<file path="src/rtl/ysyx_22050243_wbu_pkg.sv">
// ysyx_22050243_pkg: load size encodings and datapath width shared by the write-back stage.
package ysyx_22050243_pkg;
  localparam int XLEN = 64;
  localparam logic [1:0] LD_B = 2'd0;
  localparam logic [1:0] LD_H = 2'd1;
  localparam logic [1:0] LD_W = 2'd2;
  localparam logic [1:0] LD_D = 2'd3;
endpackage

</file>
<file path="src/rtl/ysyx_22050243_wbu_if.sv">
// ysyx_22050243_wbu_if: MEM-to-WB handshake bundle plus the GPR write port driven by write-back.
interface ysyx_22050243_wbu_if #(
  parameter int ADDR_WIDTH = 5,
  parameter int DATA_WIDTH = 64
);
  logic                  in_valid;
  logic                  in_ready;
  logic [DATA_WIDTH-1:0] in_pc;
  logic [ADDR_WIDTH-1:0] in_rd;
  logic                  in_rd_wen;
  logic [DATA_WIDTH-1:0] in_alu_res;
  logic                  in_is_load;
  logic [1:0]            in_ld_size;
  logic                  in_ld_unsigned;
  logic [DATA_WIDTH-1:0] in_ld_data;
  logic [2:0]            in_addr_lo;
  logic                  gpr_w_en;
  logic [ADDR_WIDTH-1:0] gpr_w_addr;
  logic [DATA_WIDTH-1:0] gpr_w_data;
  modport master (
    output in_valid, in_pc, in_rd, in_rd_wen, in_alu_res, in_is_load,
           in_ld_size, in_ld_unsigned, in_ld_data, in_addr_lo,
    input  in_ready, gpr_w_en, gpr_w_addr, gpr_w_data
  );
  modport slave (
    input  in_valid, in_pc, in_rd, in_rd_wen, in_alu_res, in_is_load,
           in_ld_size, in_ld_unsigned, in_ld_data, in_addr_lo,
    output in_ready, gpr_w_en, gpr_w_addr, gpr_w_data
  );
endinterface

</file>
<file path="src/rtl/ysyx_22050243_wbu_load_fmt.sv">
// ysyx_22050243_load_fmt: shifts the raw doubleword to the load offset and sign/zero-extends by size.
module ysyx_22050243_load_fmt
  import ysyx_22050243_pkg::*;
(
  input  logic [XLEN-1:0] ld_data,
  input  logic [2:0]      addr_lo,
  input  logic [1:0]      size,
  input  logic            ld_unsigned,
  output logic [XLEN-1:0] result
);
  logic [XLEN-1:0] sh;
  logic            sgn;
  always_comb begin
    sh  = ld_data >> {addr_lo, 3'b000};
    sgn = ~ld_unsigned & (size == LD_B ? sh[7] : size == LD_H ? sh[15] : sh[31]);
    result = size == LD_D ? sh :
             size == LD_W ? {{32{sgn}}, sh[31:0]} :
             size == LD_H ? {{48{sgn}}, sh[15:0]} :
                            {{56{sgn}}, sh[7:0]};
  end
endmodule

</file>
<file path="src/rtl/ysyx_22050243_wbu.sv">
// ysyx_22050243_wbu: one-entry write-back register feeding the GPR write port and counting retirements.
// Define YSYX_22050243_WBU_TRACE_EN to add a registered difftest trace port.
module ysyx_22050243_wbu
  import ysyx_22050243_pkg::*;
#(
  parameter int ADDR_WIDTH = 5,
  parameter int DATA_WIDTH = 64
) (
  input  logic                  clk,
  input  logic                  rst,
  input  logic                  halt,
  ysyx_22050243_wbu_if.slave    wb,
  output logic                  retire_valid,
  output logic [63:0]           instret
`ifdef YSYX_22050243_WBU_TRACE_EN
  ,
  output logic                  trace_valid,
  output logic [DATA_WIDTH-1:0] trace_pc,
  output logic [ADDR_WIDTH-1:0] trace_rd,
  output logic [DATA_WIDTH-1:0] trace_wdata
`endif
);
  logic                  valid_q, valid_d;
  logic [ADDR_WIDTH-1:0] rd_q, rd_d;
  logic                  wen_q, wen_d;
  logic [DATA_WIDTH-1:0] result_q, result_d;
  logic [63:0]           instret_q, instret_d;
  logic [XLEN-1:0]       ld_fmt;
  logic                  retire, accept;

  ysyx_22050243_load_fmt u_load_fmt (
    .ld_data    (wb.in_ld_data),
    .addr_lo    (wb.in_addr_lo),
    .size       (wb.in_ld_size),
    .ld_unsigned(wb.in_ld_unsigned),
    .result     (ld_fmt)
  );

  // A held entry blocks the input only while halted; otherwise it retires and frees the slot this edge.
  assign retire      = valid_q & ~halt;
  assign wb.in_ready = ~valid_q | ~halt;
  assign accept      = wb.in_valid & wb.in_ready;

  always_comb begin
    valid_d   = accept | (valid_q & ~retire);
    rd_d      = accept ? wb.in_rd : rd_q;
    wen_d     = accept ? wb.in_rd_wen : wen_q;
    result_d  = accept ? (wb.in_is_load ? ld_fmt : wb.in_alu_res) : result_q;
    instret_d = instret_q + {63'd0, retire};
  end

  always_ff @(posedge clk or posedge rst) begin
    if (rst) begin
      valid_q   <= 1'b0;
      rd_q      <= '0;
      wen_q     <= 1'b0;
      result_q  <= '0;
      instret_q <= '0;
    end else begin
      valid_q   <= valid_d;
      rd_q      <= rd_d;
      wen_q     <= wen_d;
      result_q  <= result_d;
      instret_q <= instret_d;
    end
  end

  assign wb.gpr_w_en   = retire & wen_q & (rd_q != '0);
  assign wb.gpr_w_addr = rd_q;
  assign wb.gpr_w_data = result_q;
  assign retire_valid  = retire;
  assign instret       = instret_q;

`ifdef YSYX_22050243_WBU_TRACE_EN
  logic [DATA_WIDTH-1:0] pc_q, pc_d;
  logic                  trace_valid_q, trace_valid_d;
  logic [DATA_WIDTH-1:0] trace_pc_q, trace_pc_d;
  logic [ADDR_WIDTH-1:0] trace_rd_q, trace_rd_d;
  logic [DATA_WIDTH-1:0] trace_wdata_q, trace_wdata_d;
  always_comb begin
    pc_d          = accept ? wb.in_pc : pc_q;
    trace_valid_d = retire;
    trace_pc_d    = pc_q;
    trace_rd_d    = rd_q;
    trace_wdata_d = result_q;
  end
  always_ff @(posedge clk or posedge rst) begin
    if (rst) begin
      pc_q          <= '0;
      trace_valid_q <= 1'b0;
      trace_pc_q    <= '0;
      trace_rd_q    <= '0;
      trace_wdata_q <= '0;
    end else begin
      pc_q          <= pc_d;
      trace_valid_q <= trace_valid_d;
      trace_pc_q    <= trace_pc_d;
      trace_rd_q    <= trace_rd_d;
      trace_wdata_q <= trace_wdata_d;
    end
  end
  assign trace_valid = trace_valid_q;
  assign trace_pc    = trace_pc_q;
  assign trace_rd    = trace_rd_q;
  assign trace_wdata = trace_wdata_q;
`else
  logic unused_pc;
  assign unused_pc = ^wb.in_pc;
`endif
endmodule
</file>
<file path="src/flat_wrapper.sv">
// flat-port wrapper written by rule: the top's interface ports become plain ports
module ysyx_22050243_wbu_flat import ysyx_22050243_pkg::*;
#(
  parameter int ADDR_WIDTH = 5,
  parameter int DATA_WIDTH = 64
)
  (clk, rst, halt, retire_valid, instret, wb_in_valid, wb_in_pc, wb_in_rd, wb_in_rd_wen, wb_in_alu_res, wb_in_is_load, wb_in_ld_size, wb_in_ld_unsigned, wb_in_ld_data, wb_in_addr_lo, wb_in_ready, wb_gpr_w_en, wb_gpr_w_addr, wb_gpr_w_data);
  ysyx_22050243_wbu_if #(.ADDR_WIDTH(ADDR_WIDTH), .DATA_WIDTH(DATA_WIDTH)) wb_i ();
  input  logic clk;
  input  logic rst;
  input  logic halt;
  output logic retire_valid;
  output logic [63:0] instret;
  input wire logic [$bits(wb_i.in_valid)-1:0] wb_in_valid;
  input wire logic [$bits(wb_i.in_pc)-1:0] wb_in_pc;
  input wire logic [$bits(wb_i.in_rd)-1:0] wb_in_rd;
  input wire logic [$bits(wb_i.in_rd_wen)-1:0] wb_in_rd_wen;
  input wire logic [$bits(wb_i.in_alu_res)-1:0] wb_in_alu_res;
  input wire logic [$bits(wb_i.in_is_load)-1:0] wb_in_is_load;
  input wire logic [$bits(wb_i.in_ld_size)-1:0] wb_in_ld_size;
  input wire logic [$bits(wb_i.in_ld_unsigned)-1:0] wb_in_ld_unsigned;
  input wire logic [$bits(wb_i.in_ld_data)-1:0] wb_in_ld_data;
  input wire logic [$bits(wb_i.in_addr_lo)-1:0] wb_in_addr_lo;
  output wire logic [$bits(wb_i.in_ready)-1:0] wb_in_ready;
  output wire logic [$bits(wb_i.gpr_w_en)-1:0] wb_gpr_w_en;
  output wire logic [$bits(wb_i.gpr_w_addr)-1:0] wb_gpr_w_addr;
  output wire logic [$bits(wb_i.gpr_w_data)-1:0] wb_gpr_w_data;
  assign wb_i.in_valid = wb_in_valid;
  assign wb_i.in_pc = wb_in_pc;
  assign wb_i.in_rd = wb_in_rd;
  assign wb_i.in_rd_wen = wb_in_rd_wen;
  assign wb_i.in_alu_res = wb_in_alu_res;
  assign wb_i.in_is_load = wb_in_is_load;
  assign wb_i.in_ld_size = wb_in_ld_size;
  assign wb_i.in_ld_unsigned = wb_in_ld_unsigned;
  assign wb_i.in_ld_data = wb_in_ld_data;
  assign wb_i.in_addr_lo = wb_in_addr_lo;
  assign wb_in_ready = wb_i.in_ready;
  assign wb_gpr_w_en = wb_i.gpr_w_en;
  assign wb_gpr_w_addr = wb_i.gpr_w_addr;
  assign wb_gpr_w_data = wb_i.gpr_w_data;
  ysyx_22050243_wbu #(.ADDR_WIDTH(ADDR_WIDTH), .DATA_WIDTH(DATA_WIDTH)) u_core (.clk(clk), .rst(rst), .halt(halt), .wb(wb_i), .retire_valid(retire_valid), .instret(instret));
endmodule
</file>
<file path="config.mk">
export PLATFORM = sky130hd
export DESIGN_NAME = ysyx_22050243_wbu_flat
export DESIGN_NICKNAME = d
export VERILOG_FILES = /design/src/rtl/ysyx_22050243_wbu_pkg.sv /design/src/rtl/ysyx_22050243_wbu_if.sv /design/src/rtl/ysyx_22050243_wbu_load_fmt.sv /design/src/rtl/ysyx_22050243_wbu.sv /design/src/flat_wrapper.sv
export SDC_FILE = /design/constraint.sdc
export NUM_CORES = 1
export LEC_CHECK = 0
export BUFFER_PORTS_ARGS = -buffer_cell sky130_fd_sc_hd__buf_2
export CELL_PAD_IN_SITES_DETAIL_PLACEMENT = 0
export CELL_PAD_IN_SITES_GLOBAL_PLACEMENT = 1
export CORE_ASPECT_RATIO = 0.6
export CORE_UTILIZATION = 32
export DETAILED_ROUTE_END_ITERATION = 6
export GPL_ROUTABILITY_DRIVEN = 0
export PLACE_DENSITY = 0.88
export RECOVER_POWER = 50
export SETUP_SLACK_MARGIN = 0.15
export SLEW_MARGIN = 0
export SYNTH_ARGS = -nofsm -noshare
export SYNTH_HDL_FRONTEND = slang
export SYNTH_SLANG_ARGS = --single-unit
</file>
<file path="constraint.sdc">
create_clock -name clk -period 4.7 [get_ports clk]
set_clock_uncertainty 0.05 [all_clocks]
set_input_delay 1.41 -clock clk [delete_from_list [all_inputs] [get_ports clk]]
set_output_delay 1.41 -clock clk [all_outputs]
set_load 0.02 [all_outputs]
</file>
# == Word-level counts from Yosys, hierarchy flattened ==
# Cells that the tools add are included.
# op_classes
add_sub_neg,1
n_eq_ne,3
n_reduce_logical,2
bitwise,12
n_shift,1
muxes,6
# ops
op,n
two-way mux 64 bit,2
adder 64 x 1 -> 64 bit,1
>> shifter 64 x 6 -> 64 bit,1
two-way mux 32 bit,1
two-way mux 16 bit,1
AND 1 bit,6
nonzero test 5 bit,1
equality test 2 bit (second input constant),2
inverter 1 bit,4
equality test 2 x 1 -> 1 bit (second input constant),1
logical NOT 2 bit,1
two-way mux 1 bit,2
bitwise OR 1 bit,2
# word_totals
inputBits,209
output_inout_bits,136
register_bits,135

# == Logic depth before layout (Yosys ltp) ==
# depth
word_depth,8
depth_mapped,10
ltp_nobuf,9

# == Hierarchy ==
# From an unflattened synthesis, not the netlist that was laid out.
# hier_totals
cells_unflattened,901
hier_area_um2,8381.8
# modules_own_cells
module,seq_area_each_um2,n_inst,cells_each,area_per_inst_um2
ysyx_22050243_wbu,3378.2,1,577,6189.7
ysyx_22050243_load_fmt,0.0,1,324,2192.1

# == Least setup slack after synthesis ==
# Ideal clock, no wire load.
# synth_timing
path_kind,input to output
startpoint,input halt
endpoint,output wb_gpr_w_en
required_ns,3.240
cell_stages,3
slack_ns,0.999
t_arrival_ns,2.241
path_cell_list,nor2b_1 nand2_1 a21oi_1
# synth_between
elab_chain_len,4
# synth_lines
item,line_no,text
start: declaration,flat_wrapper.sv:11,input logic halt;
inverter 1 bit,ysyx_22050243_wbu.sv:40,assign retire = valid_q & ~halt;
AND 1 bit,ysyx_22050243_wbu.sv:40,
AND 1 bit (2 in a row),ysyx_22050243_wbu.sv:68,assign wb.gpr_w_en = retire & wen_q & (rd_q != '0);
end: declaration,flat_wrapper.sv:25,output wire logic [$bits(wb_i.gpr_w_en)-1:0] wb_gpr_w_en;
# No other way between the ends.

# == Worst setup path in the final report ==
# Ends and elaborated chain as after synthesis.

==> impl_metrics.toml <==
[power]
netSwitchingPower_mw = 1.12
pwr-share-clk = 0.383
power_density_nw_per_um2 = 344
p_seq_frac = 0.393
power.share.switching = 0.321
irDropWorstVdd_mv = 0.213
intPower_mw = 2.37
pwr-share-comb = 0.225
power_leakage_nw = 4.71

[place]
hpwlAfterDp_um = 21800
dp_cells = 1393
portBuffers = 280

[setup_path]
worstSetupPathType = "in2out"
crit_arrival_ns = 2.27
r2r-start = "u_core.instret[9]"
crit_path_end_kind = "output port"
required_ns = 3.24
startpoint_type = "input port"
critPathBufInv = 2
rrSetupSlack_ns = 1.93
rr_endpoint = "u_core.instret[58]"
crit_fanout = 3
crit_top_cell = "buf_2"
crit_chain = "buf_2 > nor2b_1 > nand2_1 > a21oi_1 > buf_2"
worstRegToRegCells = 6
critPathTopFamily = "simple AND/OR/NAND/NOR gates"
max_stage_delay_ns = 0.26
path_depth = 5
cp_slowest_cell = "nor2b_1"

[logic_synthesis]
synth_edf_count = 0
async_flop_share = 1.00
yosysTopAreaCell = "dfrtp_1"
synth_top_family_by_area = "simple AND/OR/NAND/NOR gates"
ys_seq_area_frac = 0.424
synth_compound_area_frac = 0.158
synth-seq-cells = 135
yosysWarningCount = 0
synthMuxAreaShare = 0.121
synth_fp_nets = 1048
synth_fa_ha_area_frac = 0.00314
synth_cell_types = 60
ys.flop_type = "dfrtp_1"
synth-xor-area-share = 0.0681
synth_area_leaders = "dfrtp_1 (42%), nand2_1 (5.6%), mux2i_1 (5.3%)"
syn-cell-area_um2 = 7970
synth_top_area_share = 0.424
synthSimpleGateAreaFrac = 0.191
syn_inst = 837
syn_area_per_cell_um2 = 9.52

[timing]
max_freq_ghz = 0.268
period_share = 0.794
tns_ns = 0
worst_pin_slew_ns = 1.95
fin_crit_ns = 3.73
rsz0062_at_grt = "false"
setup_viol = 0
whs_ns = 0.424
maxSlewHeadroom = -0.301
hold_violations = 0
drv_slew = 136

[global_routing]
first_global_vias = 7258
antenna_found_initial = 4
grt_max_degree = 136
gr-total-overflow = 0
grt.total_usage = 0.231
grt_pass1_wl_um = 44200

[layout]
mostFrequentLayoutCell = "buf_2"
final_core_util = 0.418
final_cells = 1428
syn_to_final_growth_pct = 27.6
layout_common_cells = "buf_2 (223), dfrtp_1 (135), nand2_1 (118)"
nets = 1301
n_fill_cell = 2481
drive_above_1_share = 0.282

[die]
rows = 44
core_area_um2 = 24300
start_util = 0.327
die_h_um = 124
floorplan.die_area_um2 = 25600
ios = 345
die_width_um = 206

[clock_network]
worstSkewPairLatency_ns = 0.41
htree_levels = 4
cts_sinks = 135
cts_root_buf = "clkbuf_16"
clockBufferDepth = 2
cts_setup_buffers = 0
numCtsBuffers = 17
hold_buffers = 0
cts_resized = 0
cts_tree = "built"
clkTransAtPathRegs_ns = 0.06

[detailed_routing]
first_pass_iters = 6
drc = 0
wl_per_cell_um = 20.5
via_count = 7687
drt-total-wl_um = 29200
antenna_left = 0
drt-vias-per-instance = 5.38
drt_iter0_drc = 707

[job]
drv_cap = 1

[min_path]
min-delay-start = "u_core.wb.gpr_w_data[2]"
whs_path_depth = 1
hold_path.class = "reg2reg"
whs_endpoint = "u_core.wb.gpr_w_data[2]"

[outcome]
status = "complete, but fails checks"
violations = "max-capacitance violations, max-slew violations"
## worst register-to-register path, delay by kind of cell, from the launching register on
family	cells	cell delay, ns
xor gates and xnor gates	1	0.17
and+or+nand+nor	5	2.02
DFF	1	0.42
## worst max-delay path by stage
stage                                start                  endpoint  slack, ns
after global placement    wb_in_addr_lo[0]  u_core.wb.gpr_w_data[34]       0.86
after detailed placement  wb_in_addr_lo[0]  u_core.wb.gpr_w_data[32]       0.82
after global routing                  halt               wb_gpr_w_en       0.90
final                                 halt               wb_gpr_w_en       0.97
after floorplan                       halt               wb_gpr_w_en        1.0
after CTS                             halt               wb_gpr_w_en       0.97
## kinds of logic after synthesis
group | count (synthesis)
DFF | 135
and+or+nand+nor | 296
AOI/OAI and AO/OA | 198
adders and majority gates | 2
buffers and inverters | 71
xor gates and xnor gates | 62
muxes | 73
## per-stage QoR
step | instance area, µm² | worst slack (ns) | power, mW
floorplan | 7970 | 0.999 | 1.86
global placement | 9670 | 0.858 | 2.18
detailed placement | 9670 | 0.819 | 2.19
CTS | 10200 | 0.974 | 3.56
global route | 10200 | 0.900 | 3.68
finish | 10200 | 0.968 | 3.50
## final cells by class
cell class / instances / area, µm² / area share
inverter: 11 / 42.5 / 0.00418
antenna: 4 / 10.0 / 0.000984
timing repair buffer: 294 / 1450 / 0.142
sequential: 135 / 3380 / 0.332
tap: 322 / 403 / 0.0396
clock inverter: 8 / 97.6 / 0.00960
multi-input combinational: 631 / 4310 / 0.424
clock buffer: 23 / 478 / 0.0470
## synthesized netlist by cell type, drive strengths merged (6+ instances only)
library cell and instances:
clkbuf 40, nand4 17, nor3 15, nor2 38, and4 7, a311oi 7
o21ai 76, and3 11, nor3b 10, nand3 30, xnor2 47, o311a 7
nand2 119, a21o 17, xor2 15, buf 20, a221oi 7, mux2i 42
nor4 8, nor2b 8, o211ai 9, or3 15, mux2 14, a211oi 6
a21oi 30, dfrtp 135, inv 11, a31oi 19, mux4 17
## routing by layer
layer  wire length, µm  track usage  part of all wire  vias up
li1                  -            -                 -     3586
met1             13600        0.335              0.47     3721
met2             11700        0.311              0.40      356
met3              3550        0.100              0.12       24
met4               361       0.0479             0.012        0
met5                 0            0                 0        -
## sequential cells by signal, summed over array words and instances, names as in the netlist
| signal | flops |
|---|---|
| u_core.instret | 64 |
| u_core.valid_q | 1 |
| u_core.wen_q | 1 |
| u_core.wb.gpr_w_addr | 5 |
| u_core.wb.gpr_w_data | 64 |
## power groups by stage
stage | clock [mW] | sequential, mW | combinational, mW
3_5_place_dp | 0 | 1.39 | 0.807
5_1_grt | 1.44 | 1.39 | 0.850
2_1_floorplan | 0 | 1.53 | 0.328
3_3_place_gp | 0 | 1.38 | 0.795
6_report | 1.34 | 1.37 | 0.786
4_1_cts | 1.38 | 1.37 | 0.809
Note: power is estimated with default switching activity, not from simulation.
